File: src/rtl/usb_fs_tx_buffer_if.sv
// -----------------------------------------------------------------------------
// usb_fs_tx_buffer_if
// Bundles the endpoint-writer side and the transmitter side of the
// single-packet USB full-speed transmit buffer.
//   slave  modport : the buffer itself
//   master modport : endpoint writer + transmitter (the buffer's neighbours)
// Endpoint side : wr_en, wr_data, wr_ready, level, send, send_pid, clear,
//                 busy, done, timeout_err
// Transmitter   : pkt_start, pid, tx_data_avail, tx_data_get, tx_data, pkt_end
// -----------------------------------------------------------------------------
interface usb_fs_tx_buffer_if #(
    parameter int DEPTH = 64
);
    localparam int AW = $clog2(DEPTH);

    // endpoint writer
    logic          wr_en;
    logic [7:0]    wr_data;
    logic          wr_ready;
    logic [AW:0]   level;
    logic          send;
    logic [3:0]    send_pid;
    logic          clear;
    logic          busy;
    logic          done;
    logic          timeout_err;

    // transmitter
    logic          pkt_start;
    logic [3:0]    pid;
    logic          tx_data_avail;
    logic          tx_data_get;
    logic [7:0]    tx_data;
    logic          pkt_end;

    modport slave (
        input  wr_en, wr_data, send, send_pid, clear, tx_data_get, pkt_end,
        output wr_ready, level, busy, done, timeout_err,
               pkt_start, pid, tx_data_avail, tx_data
    );

    modport master (
        output wr_en, wr_data, send, send_pid, clear, tx_data_get, pkt_end,
        input  wr_ready, level, busy, done, timeout_err,
               pkt_start, pid, tx_data_avail, tx_data
    );
endinterface

File: src/rtl/usb_fs_tx_buffer.sv
// -----------------------------------------------------------------------------
// usb_fs_tx_buffer
// Single-packet transmit buffer in front of the USB full-speed transmitter.
// The endpoint loads up to DEPTH bytes (always from address 0), then issues
// send with a PID. The buffer pulses pkt_start, serves bytes show-ahead on
// tx_data_get and waits for pkt_end (or gives up after TIMEOUT_CYCLES).
// Payload is retained after a data packet so it can be retransmitted; the
// first write after a completed data packet starts a fresh payload.
// Ports:
//   clk   : system clock (transmitter domain)
//   reset : asynchronous, active-high reset
//   bus   : usb_fs_tx_buffer_if.slave (writer + transmitter handshakes)
// -----------------------------------------------------------------------------
module usb_fs_tx_buffer #(
    parameter int DEPTH          = 64,
    parameter int TIMEOUT_CYCLES = 4096
) (
    input  logic                 clk,
    input  logic                 reset,
    usb_fs_tx_buffer_if.slave    bus
);
    localparam int AW = $clog2(DEPTH);
    localparam int TW = $clog2(TIMEOUT_CYCLES);
    localparam logic [AW:0]   FULL   = (AW + 1)'(DEPTH);
    localparam logic [TW-1:0] T_LAST = TW'(TIMEOUT_CYCLES - 1);

    typedef enum logic {IDLE, SEND} state_e;

    state_e          state_q, state_d;
    logic [AW:0]     len_q, len_d;
    logic [AW:0]     rd_ptr_q, rd_ptr_d;
    logic            sent_q, sent_d;
    logic [TW-1:0]   timer_q, timer_d;
    logic [3:0]      pid_q, pid_d;
    logic            pkt_start_q, pkt_start_d;
    logic            done_q, done_d;
    logic            timeout_q, timeout_d;

    logic [7:0]      mem_q [DEPTH];
    logic            mem_we;
    logic [AW-1:0]   mem_addr;

    logic            wr_ready;
    logic            tx_avail;
    logic [AW:0]     len_eff;
    logic            sent_eff;

    // Full buffer still accepts a write once its payload has been sent,
    // because that write restarts the packet at address 0.
    assign wr_ready = (state_q == IDLE) && !bus.send && ((len_q < FULL) || sent_q);
    assign tx_avail = (state_q == SEND) && (pid_q[1:0] == 2'b11) && (rd_ptr_q < len_q);

    // clear takes effect before a same-cycle write or send
    assign len_eff  = bus.clear ? '0   : len_q;
    assign sent_eff = bus.clear ? 1'b0 : sent_q;

    always_comb begin
        // NOTE: every always_comb output gets a default first so no path leaves it unassigned (no latch).
        state_d     = state_q;
        len_d       = len_q;
        rd_ptr_d    = rd_ptr_q;
        sent_d      = sent_q;
        timer_d     = timer_q;
        pid_d       = pid_q;
        pkt_start_d = 1'b0;
        done_d      = 1'b0;
        timeout_d   = 1'b0;
        mem_we      = 1'b0;
        mem_addr    = '0;

        unique case (state_q)
            IDLE: begin
                len_d  = len_eff;
                sent_d = sent_eff;
                if (bus.send) begin
                    state_d     = SEND;
                    pid_d       = bus.send_pid;
                    pkt_start_d = 1'b1;
                    rd_ptr_d    = '0;
                    timer_d     = '0;
                end else if (bus.wr_en && wr_ready) begin
                    mem_we = 1'b1;
                    if (sent_eff) begin
                        mem_addr = '0;
                        len_d    = (AW + 1)'(1);
                        sent_d   = 1'b0;
                    end else begin
                        mem_addr = len_eff[AW-1:0];
                        len_d    = len_eff + 1'b1;
                    end
                end
            end

            SEND: begin
                timer_d = timer_q + 1'b1;
                if (bus.tx_data_get && tx_avail)
                    rd_ptr_d = rd_ptr_q + 1'b1;
                // pkt_end has priority over an expiring timer
                if (bus.pkt_end) begin
                    state_d = IDLE;
                    done_d  = 1'b1;
                    if (pid_q[1:0] == 2'b11)
                        sent_d = 1'b1;
                end else if (timer_q == T_LAST) begin
                    state_d   = IDLE;
                    timeout_d = 1'b1;
                end
            end

            default: state_d = IDLE;
        endcase
    end

    always_ff @(posedge clk or posedge reset) begin
        if (reset) begin
            // NOTE: sequential state uses non-blocking assignments so all registers update together.
            state_q     <= IDLE;
            len_q       <= '0;
            rd_ptr_q    <= '0;
            sent_q      <= 1'b0;
            timer_q     <= '0;
            pid_q       <= '0;
            pkt_start_q <= 1'b0;
            done_q      <= 1'b0;
            timeout_q   <= 1'b0;
        end else begin
            state_q     <= state_d;
            len_q       <= len_d;
            rd_ptr_q    <= rd_ptr_d;
            sent_q      <= sent_d;
            timer_q     <= timer_d;
            pid_q       <= pid_d;
            pkt_start_q <= pkt_start_d;
            done_q      <= done_d;
            timeout_q   <= timeout_d;
        end
    end

    // NOTE: payload storage has no reset; len_q alone decides which entries are meaningful.
    always_ff @(posedge clk) begin
        if (mem_we)
            mem_q[mem_addr] <= bus.wr_data;
    end

    assign bus.wr_ready      = wr_ready;
    assign bus.level         = len_q;
    assign bus.busy          = (state_q == SEND);
    assign bus.done          = done_q;
    assign bus.timeout_err   = timeout_q;
    assign bus.pkt_start     = pkt_start_q;
    assign bus.pid           = pid_q;
    assign bus.tx_data_avail = tx_avail;
    // show-ahead: rd_ptr only moves on a get, so the byte holds until consumed
    assign bus.tx_data       = mem_q[rd_ptr_q[AW-1:0]];

endmodule

File: src/flat_wrapper.sv
// flat-port wrapper written by rule: the top's interface ports become plain ports
module usb_fs_tx_buffer_flat 
#(
    parameter int DEPTH          = 64,
    parameter int TIMEOUT_CYCLES = 4096
)
  (clk, reset, bus_wr_en, bus_wr_data, bus_send, bus_send_pid, bus_clear, bus_tx_data_get, bus_pkt_end, bus_wr_ready, bus_level, bus_busy, bus_done, bus_timeout_err, bus_pkt_start, bus_pid, bus_tx_data_avail, bus_tx_data);
  usb_fs_tx_buffer_if #(.DEPTH(DEPTH)) bus_i ();
  input  logic clk;
  input  logic reset;
  input wire logic [$bits(bus_i.wr_en)-1:0] bus_wr_en;
  input wire logic [$bits(bus_i.wr_data)-1:0] bus_wr_data;
  input wire logic [$bits(bus_i.send)-1:0] bus_send;
  input wire logic [$bits(bus_i.send_pid)-1:0] bus_send_pid;
  input wire logic [$bits(bus_i.clear)-1:0] bus_clear;
  input wire logic [$bits(bus_i.tx_data_get)-1:0] bus_tx_data_get;
  input wire logic [$bits(bus_i.pkt_end)-1:0] bus_pkt_end;
  output wire logic [$bits(bus_i.wr_ready)-1:0] bus_wr_ready;
  output wire logic [$bits(bus_i.level)-1:0] bus_level;
  output wire logic [$bits(bus_i.busy)-1:0] bus_busy;
  output wire logic [$bits(bus_i.done)-1:0] bus_done;
  output wire logic [$bits(bus_i.timeout_err)-1:0] bus_timeout_err;
  output wire logic [$bits(bus_i.pkt_start)-1:0] bus_pkt_start;
  output wire logic [$bits(bus_i.pid)-1:0] bus_pid;
  output wire logic [$bits(bus_i.tx_data_avail)-1:0] bus_tx_data_avail;
  output wire logic [$bits(bus_i.tx_data)-1:0] bus_tx_data;
  assign bus_i.wr_en = bus_wr_en;
  assign bus_i.wr_data = bus_wr_data;
  assign bus_i.send = bus_send;
  assign bus_i.send_pid = bus_send_pid;
  assign bus_i.clear = bus_clear;
  assign bus_i.tx_data_get = bus_tx_data_get;
  assign bus_i.pkt_end = bus_pkt_end;
  assign bus_wr_ready = bus_i.wr_ready;
  assign bus_level = bus_i.level;
  assign bus_busy = bus_i.busy;
  assign bus_done = bus_i.done;
  assign bus_timeout_err = bus_i.timeout_err;
  assign bus_pkt_start = bus_i.pkt_start;
  assign bus_pid = bus_i.pid;
  assign bus_tx_data_avail = bus_i.tx_data_avail;
  assign bus_tx_data = bus_i.tx_data;
  usb_fs_tx_buffer #(.DEPTH(DEPTH), .TIMEOUT_CYCLES(TIMEOUT_CYCLES)) u_core (.clk(clk), .reset(reset), .bus(bus_i));
endmodule
File: config.mk
export PLATFORM = sky130hd
export DESIGN_NAME = usb_fs_tx_buffer_flat
export DESIGN_NICKNAME = d
export VERILOG_FILES = /design/src/rtl/usb_fs_tx_buffer_if.sv /design/src/rtl/usb_fs_tx_buffer.sv /design/src/flat_wrapper.sv
export SDC_FILE = /design/constraint.sdc
export NUM_CORES = 1
export LEC_CHECK = 0
export CORE_ASPECT_RATIO = 2
export CORE_UTILIZATION = 28
export CTS_BUF_LIST = sky130_fd_sc_hd__clkbuf_8 sky130_fd_sc_hd__clkbuf_16
export CTS_CLUSTER_DIAMETER = 120
export DETAILED_ROUTE_END_ITERATION = 10
export HOLD_SLACK_MARGIN = 0.08
export PLACE_DENSITY = 0.53
export SKIP_LAST_GASP = 1
export SYNTH_ARGS = -nofsm -noshare
export SYNTH_HDL_FRONTEND = slang
export SYNTH_SLANG_ARGS = --single-unit
File: constraint.sdc
create_clock -name clk -period 5.11 [get_ports clk]
set_input_delay 1.533 -clock clk [delete_from_list [all_inputs] [get_ports clk]]
set_output_delay 1.533 -clock clk [all_outputs]
set_load 0.1 [all_outputs]
==> key figures, run 1 <==
Floorplan
  – Die area: 79080 um^2
  – Core area: 77110 um^2
  – Die H: 396.7 um
  – Overall die width: 199.3 um
  – I/O pin count: 44
  – Cell Rows: 144
  – Starting Density: 0.2828

Finish
  – Most frequent cells in the layout: 512 x edfxtp_1, 143 x mux4_2, 101 x buf_4
  – Most common cell after layout, fill and taps aside: edfxtp_1
  – Synthesis-to-layout area growth: 17.70%
  – Antenna Cells: 0
  – Layout cells sized above 1: 0.2749
  – Nets: 1257
  – Finished Layout Cells: 2288

Routing
  – Vias/cell: 4.713
  – Number of iterations in the first detailed-routing pass: 5
  – Drc violations: 0
  – DR WL/cell: 24.32 um
  – Routed WL: 55.64 mm
  – Via count: 10784
  – Routed Antenna Nets: 0
  – DRT iter0 DRCs: 655

Setup path
  – Worst Path Required: 3.58 ns
  – CP peak stage delay: 0.68 ns
  – R2R cell count: 5
  – WP data arrival: 3.40 ns
  – CP Capture Type: output port
  – Worst-path cell chain: buf_12 -> buf_4 -> mux4_2 -> mux4_2 -> a22oi_1 -> nand3_1 -> buf_12
  – Max Fanout on Critical Path: 40
  – Startpoint type of the worst setup path: flip-flop
  – WS Path Type: flip-flop to output port
  – Crit path max-delay cell type: dfrtp_4

CTS
  – Clk sink count: 547
  – Hold-fix buffers, CTS: 0
  – H-tree levels: 2
  – Root Driver: clkbuf_16
  – CTS tree: done
  – CTS Buffer Depth: 3
  – Worst-Skew Late Latency: 0.60 ns
  – Number of CTS-inserted buffers: 47
  – CTS clock-pin slew for the worst setup and hold paths: 0.07 ns

Yosys
  – Mapped Cells: 1083
  – FFs w/ async S/R, synth: 0.06399
  – Net Count, Synth: 1111
  – Netlist Area Pre-Place: 21810 um^2
  – Seq/Total Area, Yosys: 0.7451
  – EDFF count, synth: 512
  – Netlist cell types: 58
  – Seq cells post-synth: 547
  – Total of warnings raised by yosys: 0
  – Syn Area/Cell: 20.14 um^2
  – Ys flop type: edfxtp_1

STA
  – RSZ-0062 raised after global routing: no
  – Final Hold Fails: 0
  – Worst Skew: 0.03483 ns
  – Count of final setup violators: 0
  – Max frequency: 202.7 MHz
  – Worst Max-Slew Pin Slew: 1.209 ns
  – Fin crit share: 0.9654
  – Slew HR: 0.1943
  – Tmin final: 4.933 ns
  – TNS Setup: 0 ns
  – Max-slew violation count: 0

Power
  – Worst VDD drop: 208.6 uV
  – Leak Pwr: 8.063 nW
  – Pwr/cell area: 364.7 nW/um^2

Global route
  – First-pass GRT wire length: 81.01 mm
  – Initial antenna violation count: 1
  – Tot GR Track Use: 0.1447
  – Number of global-route vias before repair: 11668
  – Largest net degree at the start of global routing: 65
  – Remaining global-route overflow: 0

Hold path
  – Hold Path Class: flip-flop to flip-flop
  – Worst hold stages: 1

Placement
  – PortBufs: 43
  – GPL Wtd Cong: 0.8114
  – DP Wirelength: 38.26 mm
  – Dpl cells: 2200

Outcome
  – Status: complete, no violations

Flow run
  – Max-cap violations: 0
==> power by group <==
part / switching (mW) / internal, mW / total [mW]
sequential: 0.0409 / 4.92 / 4.97
combinational: 0.514 / 0.349 / 0.863
clock: 1.62 / 1.91 / 3.54
==> kinds of logic (layout without fill, tap and decap cells) <==
family,count (synthesis),after routing,share of synthesized area
simple gates,191,191,0.04125
compound gates,92,92,0.02989
fa+ha+maj,9,9,0.005163
buf+inv,71,254,0.01692
xor+xnor,1,1,0.0004017
flops,547,547,0.7451
mux,172,172,0.1613
==> synthesized netlist by cell type, types with 3 or more instances <==
cell type,instances,area share
a211oi_1,3,0.0010
a21o_1,5,0.0017
a21oi_1,10,0.0023
a221oi_1,8,0.0032
a22o_1,3,0.0012
a22oi_1,16,0.0055
and2_1,3,0.00086
buf_1,9,0.0015
buf_2,13,0.0030
buf_4,5,0.0017
buf_6,6,0.0031
clkbuf_1,19,0.0033
dfrtp_1,35,0.040
edfxtp_1,512,0.70
ha_1,9,0.0052
inv_1,16,0.0028
mux2_2,5,0.0026
mux2i_1,24,0.011
mux4_2,143,0.15
nand2_1,37,0.0064
nand2b_1,7,0.0020
nand3_1,21,0.0048
nand4_1,11,0.0032
nor2_1,80,0.014
nor2b_1,7,0.0020
nor3_1,6,0.0014
nor3_2,3,0.0014
o211ai_1,7,0.0024
o21ai_0,18,0.0041
o31ai_1,4,0.0014
or2_2,3,0.00086
==> cell type report <==
class,instances,area (um^2)
inverter,17,63.81
clock buffer,48,1201
fill,7422,51440
tap,1022,1279
clock inverter,38,289.0
sequential,547,16260
timing repair buffer,151,1389
multi-input combinational,465,5190
==> critical path: cells and delay by family (launching register included) <==
| family | cells | cell delay [ns] |
|---|---|---|
| muxes | 2 | 0.81 |
| DFF | 1 | 0.68 |
| AOI/OAI and AO/OA | 1 | 0.33 |
| and+or+nand+nor | 1 | 0.19 |
| buffers and inverters | 3 | 0.76 |
==> state kept, by name, summed over array words and instances, names as in the netlist <==
register,flops
u_core.bus.done,1
u_core.bus.pkt_start,1
u_core.bus.timeout_err,1
u_core.mem_q,512
u_core.bus.pid,4
u_core.bus.busy,1
u_core.rd_ptr_q,7
u_core.bus.level,7
u_core.timer_q,12
u_core.sent_q,1
==> worst paths after layout <==
| check | startpoint | to | slack (ns) |
|---|---|---|---|
| setup / recovery | u_core.rd_ptr_q[1]$_DFFE_PP0P_ | bus_tx_data[0] | 0.18 |
| hold / removal | u_core.timer_q[11]$_DFFE_PP0P_ | u_core.timer_q[11]$_DFFE_PP0P_ | 0.50 |
| setup reg to reg | u_core.bus.busy$_DFF_PP0_ | u_core.mem_q[51][0]$_DFFE_PP_ | 1.88 |
| hold reg to reg | u_core.timer_q[11]$_DFFE_PP0P_ | u_core.timer_q[11]$_DFFE_PP0P_ | 0.50 |
| max in group asynchronous | reset | u_core.rd_ptr_q[1]$_DFFE_PP0P_ | 3.35 |
| min in group asynchronous | reset | u_core.bus.pid[3]$_DFFE_PP0P_ | 1.34 |
==> timing repair <==
item	4_1_cts	5_1_grt
buffers inserted	2	0
setup endpoints to repair	2	0
resized for setup	0	0
hold endpoints to repair	0	0
==> layer usage <==
layer	vias up	track usage	part of all wire
met5	-	0	0.00016
met4	2	0.08520	0.060
met3	114	0.01553	0.036
met2	262	0.2795	0.57
met1	5659	0.1459	0.33
li1	4747	-	-
==> stage by stage <==
| stage | hold slack (ns) | utilization | worst slack, ns | cell area [um^2] | total power, mW |
|---|---|---|---|---|---|
| finish | 0.4958 | 0.3329 | 0.1767 | 25670 | 9.363 |
| global placement | 0.4780 | 0.3132 | 0.4925 | 24150 | 5.929 |
| floorplan | 0.4553 | - | 0.1121 | 21810 | 5.624 |
| CTS | 0.4961 | 0.3329 | 0.1438 | 25670 | 9.498 |
| detailed placement | 0.4823 | 0.3132 | 0.4905 | 24150 | 5.937 |
| global route | 0.5189 | 0.3329 | 0.09035 | 25670 | 9.652 |
(Power assumes the default switching activity.)
==> inputs of run 2 (changes only) <==
GPL_TIMING_DRIVEN = 1   (was unset)
==> results of run 2 <==
The final DEF is identical to that of run 1; final timing and power are the same.
